File: src/rtl/riscp_pkg.sv
// rtl/riscp_pkg.sv - shared register-file constants and writeback request type
package riscp_pkg;

  localparam int REG_ADDR_W = 3;
  localparam int REG_DATA_W = 16;
  localparam int NUM_REGS   = 8;

  // One writeback request as presented by a pipeline stage
  typedef struct packed {
    logic                  valid;
    logic [REG_ADDR_W-1:0] addr;
    logic [REG_DATA_W-1:0] data;
  } wb_req_t;

endpackage

File: src/rtl/regbank_write_ctrl_if.sv
// rtl/regbank_write_ctrl_if.sv - writeback, reservation, hazard and bank-write signals
interface regbank_write_ctrl_if #(
  parameter int DATA_W = 16,
  parameter int ADDR_W = 3
);

  // Writeback requester 0 (execute/ALU)
  logic              req0_valid;
  logic              req0_ready;
  logic [ADDR_W-1:0] req0_addr;
  logic [DATA_W-1:0] req0_data;

  // Writeback requester 1 (memory/load)
  logic              req1_valid;
  logic              req1_ready;
  logic [ADDR_W-1:0] req1_addr;
  logic [DATA_W-1:0] req1_data;

  // Decode-side reservation and hazard query
  logic              rsv_valid;
  logic [ADDR_W-1:0] rsv_addr;
  logic              rsv_ready;
  logic [ADDR_W-1:0] rd_addr1;
  logic [ADDR_W-1:0] rd_addr2;
  logic              stall;

  // Register bank write port and scoreboard error flag
  logic              write;
  logic [ADDR_W-1:0] writeAdd;
  logic [DATA_W-1:0] in;
  logic              sb_err;

  // Pipeline side: writeback stages plus decode
  modport master (
    output req0_valid, req0_addr, req0_data,
    input  req0_ready,
    output req1_valid, req1_addr, req1_data,
    input  req1_ready,
    output rsv_valid, rsv_addr,
    input  rsv_ready,
    output rd_addr1, rd_addr2,
    input  stall,
    input  write, writeAdd, in, sb_err
  );

  // Write controller side
  modport slave (
    input  req0_valid, req0_addr, req0_data,
    output req0_ready,
    input  req1_valid, req1_addr, req1_data,
    output req1_ready,
    input  rsv_valid, rsv_addr,
    output rsv_ready,
    input  rd_addr1, rd_addr2,
    output stall,
    output write, writeAdd, in, sb_err
  );

endinterface

File: src/rtl/rr_arb2.sv
// rtl/rr_arb2.sv - two-way writeback arbiter; ROUND_ROBIN_EN selects round-robin, else req1 fixed priority
module rr_arb2 (
`ifdef ROUND_ROBIN_EN
  input  logic clk,
  input  logic reset,
`endif
  input  logic valid0,
  input  logic valid1,
  output logic grant0,
  output logic grant1
);

`ifdef ROUND_ROBIN_EN
  // ptr==0 favours req0 on contention, ptr==1 favours req1
  logic ptr;

  // Pointer flips only on a contended cycle, so a lone requester never moves it
  always_ff @(posedge clk) begin
    if (!reset) begin
      ptr <= 1'b0;
    end else if (valid0 && valid1) begin
      ptr <= ~ptr;
    end
  end

  // Contended cycles go to the pointed-at side; otherwise whoever is valid wins
  always_comb begin
    grant0 = 1'b0;
    grant1 = 1'b0;
    if (valid0 && valid1) begin
      grant0 = ~ptr;
      grant1 = ptr;
    end else begin
      grant0 = valid0;
      grant1 = valid1;
    end
  end
`else
  // Loads always win so memory results never back up behind ALU results
  always_comb begin
    grant0 = 1'b0;
    grant1 = 1'b0;
    grant1 = valid1;
    grant0 = valid0 & ~valid1;
  end
`endif

endmodule

File: src/rtl/regbank_write_ctrl.sv
// rtl/regbank_write_ctrl.sv - register bank write sequencer with pending-write scoreboard (ROUND_ROBIN_EN: round-robin arbitration)
module regbank_write_ctrl
  import riscp_pkg::*;
#(
  parameter int DATA_W = REG_DATA_W,
  parameter int ADDR_W = REG_ADDR_W,
  parameter int CNT_W  = 2
) (
  input  logic                 clk,
  input  logic                 reset,
  regbank_write_ctrl_if.slave  bus
);

  localparam int              NUM     = 2 ** ADDR_W;
  localparam logic [CNT_W-1:0] CNT_ONE = CNT_W'(1);
  localparam logic [CNT_W-1:0] CNT_MAX = '1;

  wb_req_t req0;
  wb_req_t req1;
  wb_req_t selReq;
  logic    grant0;
  logic    grant1;
  logic    accept;

  logic              writeReg;
  logic [ADDR_W-1:0] writeAddReg;
  logic [DATA_W-1:0] inReg;
  logic              sbErrReg;

  logic [CNT_W-1:0] cnt [NUM];
  logic [NUM-1:0]   incVec;
  logic [NUM-1:0]   decVec;
  logic             rsvFire;
  logic             underflow;

  assign req0 = '{valid: bus.req0_valid, addr: bus.req0_addr, data: bus.req0_data};
  assign req1 = '{valid: bus.req1_valid, addr: bus.req1_addr, data: bus.req1_data};

`ifdef ROUND_ROBIN_EN
  rr_arb2 arb (
    .clk    (clk),
    .reset  (reset),
    .valid0 (bus.req0_valid),
    .valid1 (bus.req1_valid),
    .grant0 (grant0),
    .grant1 (grant1)
  );
`else
  rr_arb2 arb (
    .valid0 (bus.req0_valid),
    .valid1 (bus.req1_valid),
    .grant0 (grant0),
    .grant1 (grant1)
  );
`endif

  assign bus.req0_ready = req0.valid & grant0;
  assign bus.req1_ready = req1.valid & grant1;

  assign selReq = grant1 ? req1 : req0;
  assign accept = selReq.valid & (grant0 | grant1);

  // Bank write register: one-cycle latency from accept, dropped by reset
  always_ff @(posedge clk) begin
    if (!reset) begin
      writeReg    <= 1'b0;
      writeAddReg <= '0;
      inReg       <= '0;
    end else begin
      writeReg <= accept;
      if (accept) begin
        writeAddReg <= selReq.addr;
        inReg       <= selReq.data;
      end
    end
  end

  assign bus.write    = writeReg;
  assign bus.writeAdd = writeAddReg;
  assign bus.in       = inReg;

  // A reservation is refused while its counter is saturated
  assign bus.rsv_ready = (cnt[bus.rsv_addr] != CNT_MAX);
  assign rsvFire       = bus.rsv_valid & bus.rsv_ready;

  // Decode the per-register increment (reservation) and decrement (commit) strobes
  always_comb begin
    incVec = '0;
    decVec = '0;
    if (rsvFire) begin
      incVec[bus.rsv_addr] = 1'b1;
    end
    if (writeReg) begin
      decVec[writeAddReg] = 1'b1;
    end
  end

  // A commit to an idle register underflows unless a reservation lands on it the same cycle
  assign underflow = writeReg && (cnt[writeAddReg] == '0) && !incVec[writeAddReg];

  // Pending-write counters: reserve and commit together cancel out, underflow saturates at 0
  always_ff @(posedge clk) begin
    for (int i = 0; i < NUM; i++) begin
      if (!reset) begin
        cnt[i] <= '0;
      end else if (incVec[i] && !decVec[i]) begin
        cnt[i] <= cnt[i] + CNT_ONE;
      end else if (decVec[i] && !incVec[i] && (cnt[i] != '0)) begin
        cnt[i] <= cnt[i] - CNT_ONE;
      end
    end
  end

  // Sticky scoreboard error, cleared only by reset
  always_ff @(posedge clk) begin
    if (!reset) begin
      sbErrReg <= 1'b0;
    end else if (underflow) begin
      sbErrReg <= 1'b1;
    end
  end

  assign bus.sb_err = sbErrReg;

  // No bypass: hazard is judged on the counts as they stand this cycle
  assign bus.stall = (cnt[bus.rd_addr1] != '0) | (cnt[bus.rd_addr2] != '0);

endmodule

File: src/flat_wrapper.sv
// flat-port wrapper written by rule: the top's interface ports become plain ports
module regbank_write_ctrl_flat import riscp_pkg::*;
#(
  parameter int DATA_W = REG_DATA_W,
  parameter int ADDR_W = REG_ADDR_W,
  parameter int CNT_W  = 2
)
  (clk, reset, bus_req0_valid, bus_req0_addr, bus_req0_data, bus_req0_ready, bus_req1_valid, bus_req1_addr, bus_req1_data, bus_req1_ready, bus_rsv_valid, bus_rsv_addr, bus_rsv_ready, bus_rd_addr1, bus_rd_addr2, bus_stall, bus_write, bus_writeAdd, bus_in, bus_sb_err);
  regbank_write_ctrl_if #(.DATA_W(DATA_W), .ADDR_W(ADDR_W)) bus_i ();
  input  logic clk;
  input  logic reset;
  input wire logic [$bits(bus_i.req0_valid)-1:0] bus_req0_valid;
  input wire logic [$bits(bus_i.req0_addr)-1:0] bus_req0_addr;
  input wire logic [$bits(bus_i.req0_data)-1:0] bus_req0_data;
  output wire logic [$bits(bus_i.req0_ready)-1:0] bus_req0_ready;
  input wire logic [$bits(bus_i.req1_valid)-1:0] bus_req1_valid;
  input wire logic [$bits(bus_i.req1_addr)-1:0] bus_req1_addr;
  input wire logic [$bits(bus_i.req1_data)-1:0] bus_req1_data;
  output wire logic [$bits(bus_i.req1_ready)-1:0] bus_req1_ready;
  input wire logic [$bits(bus_i.rsv_valid)-1:0] bus_rsv_valid;
  input wire logic [$bits(bus_i.rsv_addr)-1:0] bus_rsv_addr;
  output wire logic [$bits(bus_i.rsv_ready)-1:0] bus_rsv_ready;
  input wire logic [$bits(bus_i.rd_addr1)-1:0] bus_rd_addr1;
  input wire logic [$bits(bus_i.rd_addr2)-1:0] bus_rd_addr2;
  output wire logic [$bits(bus_i.stall)-1:0] bus_stall;
  output wire logic [$bits(bus_i.write)-1:0] bus_write;
  output wire logic [$bits(bus_i.writeAdd)-1:0] bus_writeAdd;
  output wire logic [$bits(bus_i.in)-1:0] bus_in;
  output wire logic [$bits(bus_i.sb_err)-1:0] bus_sb_err;
  assign bus_i.req0_valid = bus_req0_valid;
  assign bus_i.req0_addr = bus_req0_addr;
  assign bus_i.req0_data = bus_req0_data;
  assign bus_req0_ready = bus_i.req0_ready;
  assign bus_i.req1_valid = bus_req1_valid;
  assign bus_i.req1_addr = bus_req1_addr;
  assign bus_i.req1_data = bus_req1_data;
  assign bus_req1_ready = bus_i.req1_ready;
  assign bus_i.rsv_valid = bus_rsv_valid;
  assign bus_i.rsv_addr = bus_rsv_addr;
  assign bus_rsv_ready = bus_i.rsv_ready;
  assign bus_i.rd_addr1 = bus_rd_addr1;
  assign bus_i.rd_addr2 = bus_rd_addr2;
  assign bus_stall = bus_i.stall;
  assign bus_write = bus_i.write;
  assign bus_writeAdd = bus_i.writeAdd;
  assign bus_in = bus_i.in;
  assign bus_sb_err = bus_i.sb_err;
  regbank_write_ctrl #(.DATA_W(DATA_W), .ADDR_W(ADDR_W), .CNT_W(CNT_W)) u_core (.clk(clk), .reset(reset), .bus(bus_i));
endmodule
File: config.mk
export PLATFORM = sky130hd
export DESIGN_NAME = regbank_write_ctrl_flat
export DESIGN_NICKNAME = d
export VERILOG_FILES = /design/src/rtl/riscp_pkg.sv /design/src/rtl/regbank_write_ctrl_if.sv /design/src/rtl/rr_arb2.sv /design/src/rtl/regbank_write_ctrl.sv /design/src/flat_wrapper.sv
export SDC_FILE = /design/constraint.sdc
export NUM_CORES = 1
export LEC_CHECK = 0
export CELL_PAD_IN_SITES_DETAIL_PLACEMENT = 1
export CELL_PAD_IN_SITES_GLOBAL_PLACEMENT = 1
export CORE_MARGIN = 2
export CORE_UTILIZATION = 36
export CTS_BUF_LIST = sky130_fd_sc_hd__clkbuf_16
export DETAILED_ROUTE_END_ITERATION = 16
export HOLD_SLACK_MARGIN = 0.15
export PLACE_DENSITY = 0.91
export SETUP_SLACK_MARGIN = 0.2
export SYNTH_ARGS = -nofsm -noshare
export SYNTH_HDL_FRONTEND = slang
export SYNTH_HIERARCHICAL = 1
export SYNTH_SLANG_ARGS = --single-unit
File: constraint.sdc
create_clock -name clk -period 2.15 [get_ports clk]
set_input_delay 0.43 -clock clk [delete_from_list [all_inputs] [get_ports clk]]
set_output_delay 0.43 -clock clk [all_outputs]
set_load 0.02 [all_outputs]
==> qor.csv, run 1 <==
metric;value;unit
clock_path_buffers;2;
combinationalPowerShare;31.6;%
cts.clk_slew.worst_paths;0.07;ns
pwr_density_cell;540.7;mW/mm²
port_buffers;76;
synthTopCellsByArea;dfxtp_1 (17%), edfxtp_1 (17%), mux2i_1 (11%);
cts_buffers;5;
ant_nets;0;
avgViaCountPerCell;5.427;
cts_tree;yes;
die_x;91.88;µm
power_frac_seq;36.9;%
synth_edf_count;16;
place_inst;496;
crit_buf_inv;4;
grt_util_all_layers;22.47;%
die_y;91.88;µm
place_area;0.003949;mm²
gr-total-overflow;0;
gp_congestion;0.8726;
yosys.area.top_type;dfxtp_1;
crit_chain;buf_4, buf_6, mux2i_4, o22ai_4, buf_6, o32ai_4, buf_6, nand2_4, and3_4, o211a_1;
maxCapViolCount;0;
ios;77;
stdcell_count;515;
antenna_cells;0;
grt_antenna_before_repair;0;
seq_area_frac_synth;34.56;%
syn_nets;352;
required;2.20;ns
hp-class;reg2reg;
p_leak;2.000;nW
critical-path-max-stage-delay;0.42;ns
min_period_over_period;106.1;%
final_hold_viol_count;0;
die_area;0.008442;mm²
synthFlopType;dfxtp_1;
drt_wl_total;9.869;mm
p_int;1.672;mW
cts.sinks;40;
fillCellCount;831;
holdWs;0.4965;ns
yosysTopAreaCellShare;17.28;%
crit_fanout;5;
nNetsFinal;471;
dr.pass1.iters;4;
irDropWorstVdd;0.3317;mV
cts-htree-levels;2;
synth.avg_cell_area;9.489;µm²
p_sw_share;30.40;%
netlist_area;0.002780;mm²
path_class;reg2reg;
critPathCaptureType;flop;
ys_async_sr_fraction;0;%
arrival;2.33;ns
drtIter0Drc;96;
grt_max_degree;40;
slew_headroom;50.19;%
post-route-drc-count;0;
synth_warnings;6;
start_util;36.55;%
fin_crit;2.281;ns
grt_pass1_wl;14.99;mm
max_freq;438.3;MHz
finClkSkew;0.009203;ns
p_switching;0.7303;mW
rsz0062_at_grt;yes;
path_delay_family;compound AO/OA/AOI/OAI gates;
syn2layout_area_growth;59.81;%
wire_per_inst;19.16;µm
status;complete, but fails checks;
violations;negative setup slack;
dp_hpwl;6.800;mm
tightest_slew;0.7414;ns
clk_latency;0.29;ns
setup_ws;-0.1314;ns
finalInstanceArea;0.004443;mm²
finalSetupViolCount;14;
crit_top_cell;buf_6;
ys_ff_latch;40;
cp-start-kind;flop;
root_buffer;clkbuf_16;
rows;32;
slowest_stage;edfxtp_1;
syn_inst;293;
coreArea;0.007607;mm²
via_count;2795;
synth_cell_types;54;
slew_violations;0;
power.share.clock;31.5;%
final_layout_size_suffix_gt1_share;30.51;%
grt_pass1_vias;3030;
-- area by class of cell --
type	count	area (µm²)	share of cell area, %
timing repair buffer	130	1222	27.51
sequential	40	962.2	21.66
multi-input combinational	215	1911	43.00
clock inverter	3	20.02	0.4506
clock buffer	5	125.1	2.816
inverter	20	75.07	1.690
tap	102	127.6	2.872
-- logic make-up (layout without fill, tap and decap cells) --
group / Yosys count / in the layout / share of synthesized area, %
AOI/OAI and AO/OA: 48 / 48 / 16.83
xor gates and xnor gates: 2 / 2 / 0.6302
adders and majority gates: 7 / 7 / 3.150
buffers and inverters: 38 / 158 / 5.805
DFF: 40 / 40 / 34.56
muxes: 39 / 39 / 16.83
and+or+nand+nor: 119 / 119 / 22.19
-- final timing paths --
check / startpoint / to / slack [ns] / depth (start not counted)
worst max register to register: u_core/cnt[1][0]$_DFFE_PP_ / u_core/cnt[4][0]$_SDFFCE_PN0P_ / -0.13 / 10
worst max-delay path: u_core/cnt[1][0]$_DFFE_PP_ / u_core/cnt[4][0]$_SDFFCE_PN0P_ / -0.13 / 10
worst min-delay path: u_core/bus.in[6]$_SDFFE_PN0P_ / u_core/bus.in[6]$_SDFFE_PN0P_ / 0.50 / 1
worst min register to register: u_core/bus.in[6]$_SDFFE_PN0P_ / u_core/bus.in[6]$_SDFFE_PN0P_ / 0.50 / 1
-- cells in the final DEF, fill, tap and decap left out, types with 3 or more instances in the layout --
| master | n |
|---|---|
| a21boi_1 | 3 |
| a41o_1 | 4 |
| and2_1 | 3 |
| buf_4 | 39 |
| buf_6 | 17 |
| clkbuf_16 | 5 |
| clkdlybuf4s50_1 | 63 |
| dfxtp_1 | 23 |
| dlygate4sd2_1 | 5 |
| edfxtp_1 | 16 |
| ha_1 | 7 |
| inv_1 | 19 |
| mux2i_1 | 20 |
| mux2i_2 | 5 |
| mux2i_4 | 6 |
| mux4_2 | 6 |
| nand2_1 | 33 |
| nand2_2 | 3 |
| nand2b_1 | 4 |
| nand3_1 | 7 |
| nand3b_1 | 5 |
| nand4_1 | 4 |
| nor2_1 | 26 |
| nor2_2 | 6 |
| nor2b_1 | 5 |
| nor3b_1 | 4 |
| nor3b_2 | 4 |
| o211a_1 | 20 |
| o21ai_4 | 3 |
-- per-layer routing --
metal,share of wire [%],vias to the layer above,GRT usage (%),wire length (µm)
li1,-,1296,-,-
met1,37,1362,25.05,3662
met2,54,114,41.73,5282
met3,6.7,23,5.670,662
met4,2.6,0,6.965,261
met5,0,-,0,0
-- registers in the layout, indices dropped and copies added (netlist names), named ones only --
name                 cells
u_core/cnt              16
u_core/bus.write         1
u_core/bus.writeAdd      3
u_core/bus.in           16
u_core/bus.sb_err        1
-- cell usage after synthesis (3+ instances only) --
master / count
nand2_1: 36
nor2_1: 32
mux2i_1: 31
dfxtp_1: 24
inv_1: 20
o211a_1: 20
edfxtp_1: 16
clkbuf_1: 10
nand3_1: 8
ha_1: 7
mux4_2: 6
nor2b_1: 6
nor3b_1: 6
nand2b_1: 5
nand3b_1: 5
a41o_1: 4
buf_1: 4
nand4_1: 4
a21boi_0: 3
and2_1: 3
buf_4: 3
-- worst register-to-register path: stages, from the launching register on --
cell,delay (ns)
edfxtp_1,0.42
buf_4,0.16
buf_6,0.11
mux2i_4,0.16
o22ai_4,0.11
buf_6,0.13
o32ai_4,0.32
buf_6,0.19
nand2_4,0.09
and3_4,0.18
o211a_1,0.19
-- power groups by stage --
stage	clock, mW	sequential [mW]	combinational [mW]
floorplan	0	0.930	0.295
CTS	0.776	0.885	0.703
detailed placement	0	0.899	0.651
global placement	0	0.895	0.626
finish	0.757	0.886	0.759
global route	0.806	0.893	0.807
-- timing repair --
action	4_1_cts	5_1_grt
endpoints found under the setup margin	40	35
pin swaps	13	17
gates resized for setup	75	25
cloned	0	0
hold buffers	0	0
buffers inserted	3	8
-- per-stage QoR --
| stage | setup slack [ns] | utilization [%] | setup TNS [ns] | total power [mW] |
|---|---|---|---|---|
| after floorplan | 0.1957 | - | 0 | 1.225 |
| after global placement | -0.8071 | 51.91 | -16.53 | 1.521 |
| after detailed placement | -0.8368 | 51.91 | -21.30 | 1.550 |
| after CTS | -0.09926 | 56.23 | -0.1665 | 2.363 |
| after global routing | -0.2081 | 58.40 | -2.684 | 2.506 |
| final | -0.1314 | 58.40 | -0.9371 | 2.402 |
No activity file was read; power rests on OpenSTA's default activity.
==> inputs of run 2 (changes only) <==
CORE_UTILIZATION = 39   (was 36)
PLACE_DENSITY = 0.95   (was 0.91)
clock period = 2.9 ns   (was 2.15 ns; I/O delays follow)
==> run 2 against run 1 <==
  * The run now ends clean
  * First-iteration DRC count down 11%
  * Sequential share of layout area rose by 2.8 points
  * Clock skew shrank 0.0038 ns
  * Wire length fell by 15%
  * Hold slack better by 0.0018 ns
  * Largest cell class unchanged
==> qor.csv, run 2 (synthesis gave the netlist of run 1 again) <==
metric;value;unit;change
status;complete, no violations;;was complete, but fails checks
arrival;2.08;ns;was 2.33 ns
grt_max_degree;52;;was 40
dp_hpwl;6.420;mm;was 6.800 mm
rsz0062_at_grt;yes;;unchanged
post-route-drc-count;0;;unchanged
rows;30;;was 32
finClkSkew;0.005372;ns;was 0.009203 ns
min_period_over_period;91.72;%;
max_freq;376.0;MHz;
syn2layout_area_growth;41.58;%;was 59.81%
crit_chain;clkdlybuf4s50_1, buf_6, nor2_1, a211oi_1, buf_4, nor3_4, nor2_1, inv_1, buf_2;;was buf_4, buf_6, mux2i_4, o22ai_4, buf_6, o32ai_4, buf_6, nand2_4, and3_4, o211a_1
grt_util_all_layers;22.64;%;was 22.47%
slew_headroom;56.02;%;was 50.19%
final_common_cell;clkdlybuf4s50_1;;unchanged
final_hold_viol_count;0;;unchanged
grt_pass1_vias;2867;;was 3030
post-place-ws;-0.2858;ns;was -0.8368 ns
slowest_stage;clkdlybuf4s50_1;;was edfxtp_1
crit_buf_inv;5;;was 4
ios;77;;unchanged
via_count;2603;;was 2795
required;2.32;ns;was 2.20 ns
die_area;0.007820;mm²;was 0.008442 mm²
crit_fanout;8;;was 5
ant_nets;0;;unchanged
ctsHoldBuffers;0;;unchanged
cp-start-kind;primary input;;was flop
drt_wl_total;8.416;mm;was 9.869 mm
coreArea;0.006832;mm²;was 0.007607 mm²
hp-class;reg2reg;;unchanged
pwr_density_cell;418.2;mW/mm²;was 540.7 mW/mm²
final_layout_size_suffix_gt1_share;15.93;%;was 30.51%
cts_tree;yes;;unchanged
cts-htree-levels;2;;unchanged
path_class;in2out;;was reg2reg
setup_ws;0.2402;ns;was -0.1314 ns
maxCapViolCount;0;;unchanged
root_buffer;clkbuf_16;;unchanged
fin_crit;2.660;ns;
clk_latency;0.28;ns;was 0.29 ns
finalSetupViolCount;0;;was 14
crit_top_cell;nor2_1;;was buf_6
holdWs;0.4983;ns;was 0.4965 ns
p_leak;1.806;nW;was 2.000 nW
gp_congestion;0.8705;;was 0.8726
port_buffers;76;;unchanged
grt_pass1_wl;13.63;mm;was 14.99 mm
avgViaCountPerCell;5.434;;was 5.427
grt_antenna_before_repair;0;;unchanged
die_x;88.43;µm;was 91.88 µm
dr.pass1.iters;4;;unchanged
cts_buffers;5;;unchanged
slew_violations;0;;unchanged
path_delay_family;buffers and inverters;;was compound AO/OA/AOI/OAI gates
antenna_cells;0;;unchanged
clock_path_buffers;2;;unchanged
cts.sinks;40;;unchanged
critical-path-max-stage-delay;0.47;ns;was 0.42 ns
layout_common_cells;clkdlybuf4s50_1 (71), nand2_1 (35), nor2_1 (31), mux2i_1 (30), dfxtp_1 (24);;was clkdlybuf4s50_1 (63), buf_4 (39), nand2_1 (33), nor2_1 (26), dfxtp_1 (23)
wire_per_inst;17.57;µm;was 19.16 µm
critPathCaptureType;output pin;;was flop
cts.clk_slew.worst_paths;0.06;ns;was 0.07 ns
die_y;88.43;µm;was 91.88 µm
tightest_slew;0.6596;ns;was 0.7414 ns
nNetsFinal;441;;was 471
start_util;40.70;%;was 36.55%
gr-total-overflow;0;;unchanged
irDropWorstVdd;0.2304;mV;was 0.3317 mV
drtIter0Drc;85;;was 96
## run 2: layout make-up
class | instances | area [µm²]
fill | 769 | 2895
clock inverter | 3 | 15.01
tap | 96 | 120.1
clock buffer | 5 | 125.1
sequential | 40 | 960.9
multi-input combinational | 215 | 1687
inverter | 20 | 75.07
timing repair buffer | 100 | 953.4
## run 2: final timing paths
path                                     to  slack [ns]                      startpoint  depth (start not counted)
max reg2reg      u_core/cnt[1][1]$_DFFE_PP_        0.71  u_core/cnt[4][1]$_SDFFCE_PN0P_                          7
min reg2reg  u_core/bus.in[12]$_SDFFE_PN0P_        0.50  u_core/bus.in[12]$_SDFFE_PN0P_                          1
min          u_core/bus.in[12]$_SDFFE_PN0P_        0.50  u_core/bus.in[12]$_SDFFE_PN0P_                          1
max                           bus_rsv_ready        0.24                 bus_rsv_addr[0]                          9
## run 2: repair_timing
action / CTS / global route
cloned: 0 / 0
pin swaps: 1 / 2
setup endpoints to repair: 4 / 9
setup buffers: 3 / 0
gates resized for setup: 13 / 8
## run 2: per-layer routing
metal  wire length [µm]  global-route usage, %
met5                  0                      0
met4                228                  7.300
met3                467                  5.410
met2               4377                  42.31
met1               3343                  25.13
## run 2: report_power, final
group / internal, mW / switching (mW)
combinational: 0.235 / 0.211
sequential: 0.626 / 0.0414
clock: 0.313 / 0.220
## run 2: metrics by stage
step / setup TNS (ns) / instance area (µm²) / cells / power (mW) / util (%)
3_5_place_dp: -1.256 / 3745 / 468 / 1.116 / 54.82
6_report: 0 / 3936 / 479 / 1.646 / 57.62
4_1_cts: 0 / 3905 / 479 / 1.654 / 57.16
3_3_place_gp: -0.4564 / 3745 / 468 / 1.090 / 54.82
5_1_grt: 0 / 3936 / 479 / 1.720 / 57.62
2_1_floorplan: 0 / 2780 / 293 / 0.9016 / -
